<file path="src/rtl/mem_access_ctrl.sv">
// Load/store controller: turns MIPS load/store requests into Avalon-MM word accesses,
// with read-modify-write for byte/halfword stores, alignment checks and a wait timeout.
module mem_access_ctrl #(
  parameter int unsigned MAX_WAIT = 255
) (
  input  logic        clk,
  input  logic        reset,
  input  logic        req,
  input  logic [5:0]  op,
  input  logic [31:0] addr,
  input  logic [31:0] wdata,
  output logic        stall,
  output logic        done,
  output logic        err,
  output logic [31:0] rdata,
  output logic [31:0] mem_address,
  output logic        mem_read,
  output logic        mem_write,
  output logic [31:0] mem_writedata,
  input  logic [31:0] mem_readdata,
  input  logic        mem_waitrequest
);

  localparam logic [5:0] OP_LB  = 6'b100000;
  localparam logic [5:0] OP_LH  = 6'b100001;
  localparam logic [5:0] OP_LWL = 6'b100010;
  localparam logic [5:0] OP_LW  = 6'b100011;
  localparam logic [5:0] OP_LBU = 6'b100100;
  localparam logic [5:0] OP_LHU = 6'b100101;
  localparam logic [5:0] OP_LWR = 6'b100110;
  localparam logic [5:0] OP_SB  = 6'b101000;
  localparam logic [5:0] OP_SH  = 6'b101001;
  localparam logic [5:0] OP_SW  = 6'b101011;

  // Wide enough to hold MAX_WAIT itself.
  localparam int unsigned CNT_W = $clog2(MAX_WAIT + 2);

  typedef enum logic [1:0] {IDLE, RD, WR, DONE} state_t;

  state_t             state;
  logic [5:0]         op_q;
  logic [1:0]         ofs_q;
  logic [15:0]        wdata_q;
  logic [CNT_W-1:0]   wait_cnt;

  logic               op_valid;
  logic               misaligned;
  logic               is_sub;
  logic [31:0]        merged;
  logic [CNT_W-1:0]   wait_nxt;
  logic               wait_expired;

  // Opcode legality and alignment of the incoming request.
  always_comb begin
    op_valid   = 1'b0;
    misaligned = 1'b0;
    case (op)
      OP_LB, OP_LBU, OP_SB, OP_LWL, OP_LWR: op_valid = 1'b1;
      OP_LH, OP_LHU, OP_SH: begin
        op_valid   = 1'b1;
        misaligned = addr[0];
      end
      OP_LW, OP_SW: begin
        op_valid   = 1'b1;
        misaligned = (addr[1:0] != 2'b00);
      end
      default: ;
    endcase
  end

  // Big-endian byte/halfword insertion into the word just read.
  always_comb begin
    is_sub = (op_q == OP_SB) || (op_q == OP_SH);
    merged = mem_readdata;
    if (op_q == OP_SB) begin
      case (ofs_q)
        2'd0: merged[31:24] = wdata_q[7:0];
        2'd1: merged[23:16] = wdata_q[7:0];
        2'd2: merged[15:8]  = wdata_q[7:0];
        2'd3: merged[7:0]   = wdata_q[7:0];
      endcase
    end else if (op_q == OP_SH) begin
      if (ofs_q[1]) merged[15:0]  = wdata_q;
      else          merged[31:16] = wdata_q;
    end
  end

  // The access aborts on the wait cycle that brings the count up to MAX_WAIT.
  always_comb begin
    wait_nxt     = wait_cnt + CNT_W'(1);
    wait_expired = (wait_nxt >= CNT_W'(MAX_WAIT));
  end

  assign stall = !reset && ((state == RD) || (state == WR) ||
                            ((state == IDLE) && req && op_valid));

  always_ff @(posedge clk or posedge reset) begin
    if (reset) begin
      state         <= IDLE;
      op_q          <= '0;
      ofs_q         <= '0;
      wdata_q       <= '0;
      wait_cnt      <= '0;
      done          <= 1'b0;
      err           <= 1'b0;
      rdata         <= '0;
      mem_address   <= '0;
      mem_read      <= 1'b0;
      mem_write     <= 1'b0;
      mem_writedata <= '0;
    end else begin
      done <= 1'b0;
      err  <= 1'b0;
      case (state)
        IDLE: begin
          if (req && op_valid) begin
            op_q        <= op;
            ofs_q       <= addr[1:0];
            wdata_q     <= wdata[15:0];
            mem_address <= {addr[31:2], 2'b00};
            wait_cnt    <= '0;
            if (misaligned) begin
              state <= DONE;
              done  <= 1'b1;
              err   <= 1'b1;
            end else if (op == OP_SW) begin
              state         <= WR;
              mem_write     <= 1'b1;
              mem_writedata <= wdata;
            end else begin
              state    <= RD;
              mem_read <= 1'b1;
            end
          end
        end
        RD: begin
          if (!mem_waitrequest) begin
            mem_read <= 1'b0;
            rdata    <= mem_readdata;
            if (is_sub) begin
              state         <= WR;
              mem_write     <= 1'b1;
              mem_writedata <= merged;
              wait_cnt      <= '0;
            end else begin
              state <= DONE;
              done  <= 1'b1;
            end
          end else begin
            wait_cnt <= wait_nxt;
            if (wait_expired) begin
              mem_read <= 1'b0;
              state    <= DONE;
              done     <= 1'b1;
              err      <= 1'b1;
            end
          end
        end
        WR: begin
          if (!mem_waitrequest) begin
            mem_write <= 1'b0;
            state     <= DONE;
            done      <= 1'b1;
          end else begin
            wait_cnt <= wait_nxt;
            if (wait_expired) begin
              mem_write <= 1'b0;
              state     <= DONE;
              done      <= 1'b1;
              err       <= 1'b1;
            end
          end
        end
        DONE:    state <= IDLE;
        default: state <= IDLE;
      endcase
    end
  end

endmodule

</file>
<file path="config.mk">
export PLATFORM = sky130hd
export DESIGN_NAME = mem_access_ctrl
export DESIGN_NICKNAME = d
export VERILOG_FILES = /design/src/rtl/mem_access_ctrl.sv
export SDC_FILE = /design/constraint.sdc
export NUM_CORES = 1
export LEC_CHECK = 0
export ABC_AREA = 1
export CORE_MARGIN = 4
export CORE_UTILIZATION = 24
export DETAILED_ROUTE_END_ITERATION = 10
export GPL_TIMING_DRIVEN = 0
export PLACE_DENSITY = 0.53
export SKIP_CTS_REPAIR_TIMING = 1
export SLEW_MARGIN = 20
export SYNTH_ARGS = -nofsm -noshare
export SYNTH_HDL_FRONTEND = slang
export SYNTH_SLANG_ARGS = --single-unit
</file>
<file path="constraint.sdc">
create_clock -name clk -period 8.2 [get_ports clk]
set_input_delay 1.23 -clock clk [delete_from_list [all_inputs] [get_ports clk]]
set_output_delay 1.23 -clock clk [all_outputs]
set_load 0.01 [all_outputs]
</file>
==> impl_metrics.ini, run 1 <==
[status]
status = complete, no violations

[clock_tree]
htree_levels = 4
cts_root_buf = clkbuf_16
path_clk_slew_ns = 0.06
clock_tree.buffer_depth = 2
numCtsBuffers = 17
clock_latency_ns = 0.43
clock_sinks = 133
cts_tree = yes

[layout]
drive_gt1_share_pct = 7.98
finalNetCount = 1278
fillCellCount = 3046
area_growth_pct = 45.4
finalNonFillerCells = 1562
antennaDiodeCount = 0

[place]
port_buffers = 204
placed_cells = 1530
hpwlAfterDp_um = 19100
place.gp.congestion = 0.881

[timing]
drv_slew = 0
tns_ns = 0
fin_skew_ns = 0.0170
finalSetupViolations = 0
max_freq_mhz = 224
relSlewSlack_pct = 59.9
period_needed_ns = 4.46
tightest_slew_ns = 0.602
rsz0062_at_grt = false
fin_crit_sh_pct = 54.4
hold_viol_final = 0
timing.hold.ws_ns = 0.477

[worst_setup_path]
crit_path_start_kind = input port
cp.arrival_ns = 3.23
crit_type = in2out
r2r_setup_slack_ns = 6.05
end_kind = primary output
worst_ep_required_time_ns = 6.97
path_max_fanout = 10

[routing]
drtAntennaViolNets = 0
vias = 6870
post_drt_wl_per_cell_um = 16.1
routed_wirelength_um = 25200
viasPerCell = 4.40
drt-pass1-iter-count = 5
detail_route.iter0.violations = 471
drc_errors = 0

[grt]
grtUsageTotal_pct = 15.7
gr-total-overflow = 0
grt_pass1_wl_um = 38500
antenna_found_initial = 1
grt_pass1_vias = 6858
grt_max_degree = 87

[floorplanning]
initial_core_util_pct = 24.3
row_count = 62
core_area_sq_um = 28700
die_y_um = 179
dieWidth_um = 179
num_io_pins = 207
dieArea_sq_um = 31900

[synth]
yosysUniqueCellTypes = 29
synthCells = 940
synth_top_area_cell = dfrtp_1
synth_edf_count = 0
synth_xor_area_share_pct = 0
synth-compound-area-share_pct = 9.30
synth_warnings = 0
yosys.area_share.simple_pct = 31.6
muxShareOfSynthArea_pct = 3.87
async_flop_share_pct = 100
synth_ff_type = dfrtp_1
synth_seq_area_share_pct = 47.7
ys_ff_latch = 133
synthTopCellsByCount = 385 x nand2_1, 144 x nor2_1, 133 x dfrtp_1
syn_area_sq_um = 6980
yosys.cell_count.top_type = nand2_1
syn-mean-instance-area_sq_um = 7.43
synth-adder-area-share_pct = 1.25
synth_top_family_by_area = simple AND/OR/NAND/NOR gates
synth_top_area_share_pct = 47.7
netlist_top_cells_area = dfrtp_1 48%, nand2_1 21%, nor2_1 7.7%

[worst_hold_path]
hp-class = reg2reg

[pwr]
power_density_nw_per_um2 = 369
cellLeakagePower_nw = 4.78
vdd_drop_max_mv = 0.125

[run]
maxCapViolations = 0
[flip-flops by register name, indices dropped and copies added (netlist names)]
name,count
done,1
state,2
op_q,6
wdata_q,16
mem_writedata,32
wait_cnt,9
ofs_q,2
mem_read,1
mem_address,30
err,1
mem_write,1
rdata,32
[logic make-up after synthesis]
group / after synthesis
simple gates: 564
flops: 133
buf+inv: 99
compound gates: 112
mux: 24
other cells: 1
fa+ha+maj: 7
[cell type report]
type	instances	area [sq um]	area share, %
plain buffers	45	231	2.28
clock buffers	18	429	4.23
clock inverters	14	178	1.75
inverters	54	210	2.07
multi-input cells	709	3220	31.8
flip-flops and latches	133	3330	32.8
well taps	384	480	4.73
repair buffers	205	2070	20.4
[report_power, final]
group	total [mW]	internal [mW]	switching [mW]
registers	1.16	0.955	0.209
logic	1.78	0.814	0.961
clock network	0.803	0.482	0.322
[final timing paths]
check	from	end	depth (start not counted)
setup reg to reg	state[1]	mem_writedata[23]	10
min in group asynchronous	reset	mem_address[17]	2
max in group asynchronous	reset	wdata_q[0]	3
setup / recovery	op[5]	stall	9
hold reg to reg	op_q[5]	op_q[5]	2
hold / removal	op_q[5]	op_q[5]	2
[cell usage in the layout (no fill, tap or decap), types with 3 or more instances in the layout]
master / n
nand2_1: 385
clkdlybuf4s50_1: 204
nor2_1: 144
dfrtp_1: 133
inv_1: 48
o21ai_0: 45
a211oi_1: 32
clkbuf_1: 24
mux2_2: 24
o21ai_1: 22
nand3_1: 18
clkbuf_16: 17
buf_2: 11
a21oi_1: 8
buf_4: 7
ha_1: 7
clkinvlp_4: 7
nor2_2: 4
inv_2: 4
nand4_1: 4
nand3_2: 3
nor2_4: 3
buf_6: 3
inv_6: 3
bufinv_16: 3
[layer usage]
| metal | routed length, um | vias up | part of all wire [%] | global-route usage (%) |
|---|---|---|---|---|
| li1 | - | 3413 | - | - |
| met1 | 11600 | 3208 | 46 | 21.2 |
| met2 | 11300 | 221 | 45 | 24.6 |
| met3 | 1690 | 26 | 6.7 | 4.18 |
| met4 | 528 | 2 | 2.1 | 4.70 |
| met5 | 8 | - | 0.032 | 0 |
[critical path, cell delays in order]
cell and delay (ns):
clkdlybuf4s50_1 0.45, inv_1 0.04, nor2_2 0.17, nand3_1 0.13
nand2_1 0.10, nand2_1 0.10, clkbuf_1 0.26, a21oi_1 0.19
clkdlybuf4s50_1 0.56
[metrics by stage]
stage / utilization, % / setup slack [ns] / total power, mW / area (sq um)
CTS: 35.4 / 3.69 / 3.78 / 10100
finish: 35.4 / 3.74 / 3.74 / 10100
global route: 35.4 / 3.58 / 4.02 / 10100
global placement: 33.1 / 0.939 / 2.93 / 9510
detailed placement: 33.2 / 3.70 / 2.95 / 9540
floorplan: - / 3.42 / 2.08 / 6990
Note: power is estimated with default switching activity, not from simulation.
==> inputs of run 2 (changes only) <==
--- a/config.mk
+++ b/config.mk
@@ -10,7 +10,7 @@
 export CORE_UTILIZATION = 24
 export DETAILED_ROUTE_END_ITERATION = 10
 export GPL_TIMING_DRIVEN = 0
-export PLACE_DENSITY = 0.53
+export PLACE_DENSITY = 0.55
 export SKIP_CTS_REPAIR_TIMING = 1
 export SLEW_MARGIN = 20
 export SYNTH_ARGS = -nofsm -noshare
==> constraint.sdc (replaced) <==
create_clock -name clk -period 3.61 [get_ports clk]
set_input_delay 0.5415 -clock clk [delete_from_list [all_inputs] [get_ports clk]]
set_output_delay 0.5415 -clock clk [all_outputs]
set_load 0.01 [all_outputs]
==> run 2 against run 1 <==
Total power increased by 120%. Critical path depth unchanged. Via count increased by 0.67%. Register-to-register slack got worse by 4.6 ns. Critical endpoint unchanged. First-iteration DRC count increased by 6.4%.
==> impl_metrics.ini, run 2 (synthesis results as in run 1) <==
[grt]
use_met1_pct = 22.0
grt_pass1_wl_um = 39100
grtUsageTotal_pct = 16.0
grt_busiest_layer = met2
antenna_found_initial = 1
met3_usage_pct = 3.82
gr-total-overflow = 0
grt_max_degree = 33
grt_pass1_vias = 6976
use_met2_pct = 24.7

[layout]
final_area_sq_um = 10100
drive_gt1_share_pct = 8.30
largestRegisters = mem_writedata (32), rdata (32), mem_address (30)
final_common_cell = nand2_1
antennaDiodeCount = 0
fillCellCount = 3060
finalNetCount = 1281
final_cell_mix = 385 x nand2_1, 204 x clkdlybuf4s50_1, 144 x nor2_1
finalNonFillerCells = 1565
area_growth_pct = 45.3

[pwr]
swShare_pct = 40.4
cellLeakagePower_nw = 4.80
clockPowerShare_pct = 20.1
p_int_mw = 4.98
switchingPower_mw = 3.38
seqPwrFrac_pct = 31.7
power_density_nw_per_um2 = 824
vdd_drop_max_mv = 0.294
p_comb_share_pct = 48.2

[run]
maxCapViolations = 0

[timing]
finalSetupViolations = 0
rsz0062_at_grt = false
tns_ns = 0
relSlewSlack_pct = 56.0
max_freq_mhz = 322
period_needed_ns = 3.11
fin_crit_sh_pct = 86.1
tightest_slew_ns = 0.660
drv_slew = 0
hold_viol_final = 0
fin_skew_ns = 0.0165

[worst_setup_path]
crit_type = in2out
crit_path_start_kind = input port
path_max_fanout = 10
end_kind = primary output
path_cells = clkdlybuf4s50_1 > inv_1 > nor2_2 > nand3_1 > nand2_1 > nand2_1 > clkbuf_1 > a21oi_1 > clkdlybuf4s50_1
critPathSlowestCell = clkdlybuf4s50_1
worst_ep_required_time_ns = 3.07
cp.arrival_ns = 2.57
slowest_delay_ns = 0.56

[place]
place_area_sq_um = 9590
port_buffers = 204
place.gp.congestion = 0.861
placed_cells = 1533
hpwlAfterDp_um = 19300

[floorplanning]
dieWidth_um = 179
initial_core_util_pct = 24.3
num_io_pins = 207
core_area_sq_um = 28700
row_count = 62
die_y_um = 179
dieArea_sq_um = 31900

[clock_tree]
cts_root_buf = clkbuf_16
clock_latency_ns = 0.43
htree_levels = 4
clock_sinks = 133
cts_tree = yes
clock_tree.buffer_depth = 2
numCtsBuffers = 17
path_clk_slew_ns = 0.06

[routing]
routed_wirelength_um = 25400
detail_route.iter0.violations = 501
viasPerCell = 4.42
drtAntennaViolNets = 0
drt-pass1-iter-count = 7
vias = 6916
post_drt_wl_per_cell_um = 16.2
drc_errors = 0

[worst_hold_path]
hp-class = reg2reg

[status]
status = complete, no violations
## run 2: cell count changes in the layout (fill, tap and decap cells not counted), moves of 2 or more
cell / before / now
clkinv_2: 0 / 7
inv_6: 3 / 0
bufinv_16: 3 / 1
buf_12: 0 / 4
clkinvlp_4: 7 / 5
## run 2: metrics by stage
stage | hold WS, ns | setup WS (ns) | utilization [%] | total power [mW]
6_report | 0.461 | 0.503 | 35.3 | 8.36
5_1_grt | 0.489 | 0.331 | 35.3 | 9.01
4_1_cts | 0.464 | 0.506 | 35.3 | 8.45
3_5_place_dp | 0.447 | 0.515 | 33.4 | 6.71
3_3_place_gp | 0.447 | -0.0726 | 33.1 | 6.66
2_1_floorplan | 0.433 | 1.42 | - | 4.72
## run 2: final timing paths
path	startpoint	end	slack [ns]	depth (start not counted)
setup / recovery	op[5]	stall	0.50	9
hold / removal	op_q[5]	op_q[5]	0.46	2
setup reg to reg	state[1]	mem_writedata[23]	1.48	10
hold reg to reg	op_q[5]	op_q[5]	0.46	2
max in group asynchronous	reset	rdata[17]	2.31	4
min in group asynchronous	reset	mem_address[6]	0.54	2
## run 2: power groups by stage
stage	logic [mW]	registers, mW	clock network [mW]
finish	4.03	2.65	1.68
global route	4.48	2.73	1.80
CTS	4.07	2.65	1.74
detailed placement	4.05	2.66	0
global placement	4.01	2.65	0
floorplan	1.92	2.79	0
## run 2: metal layers
| layer | part of all wire, % | wire length (um) |
|---|---|---|
| met4 | 2.1 | 543 |
| met1 | 45 | 11500 |
| met3 | 7.7 | 1940 |
| met2 | 45 | 11400 |
| met5 | 0.043 | 11 |
## run 2: worst max-delay path, delay by kind of cell
family	cells	cell delay [ns]
and+or+nand+nor	4	0.49
AOI/OAI and AO/OA	1	0.21
buffers and inverters	4	1.32
## run 2: layout make-up
class	count	area [sq um]	share of cell area [%]
Buffer	45	231	2.28
Clock buffer	18	439	4.33
Clock inverter	14	113	1.11
Inverter	54	206	2.04
Multi-Input combinational cell	709	3220	31.8
Sequential cell	133	3330	32.8
Tap cell	384	480	4.74
Timing Repair Buffer	208	2120	20.9
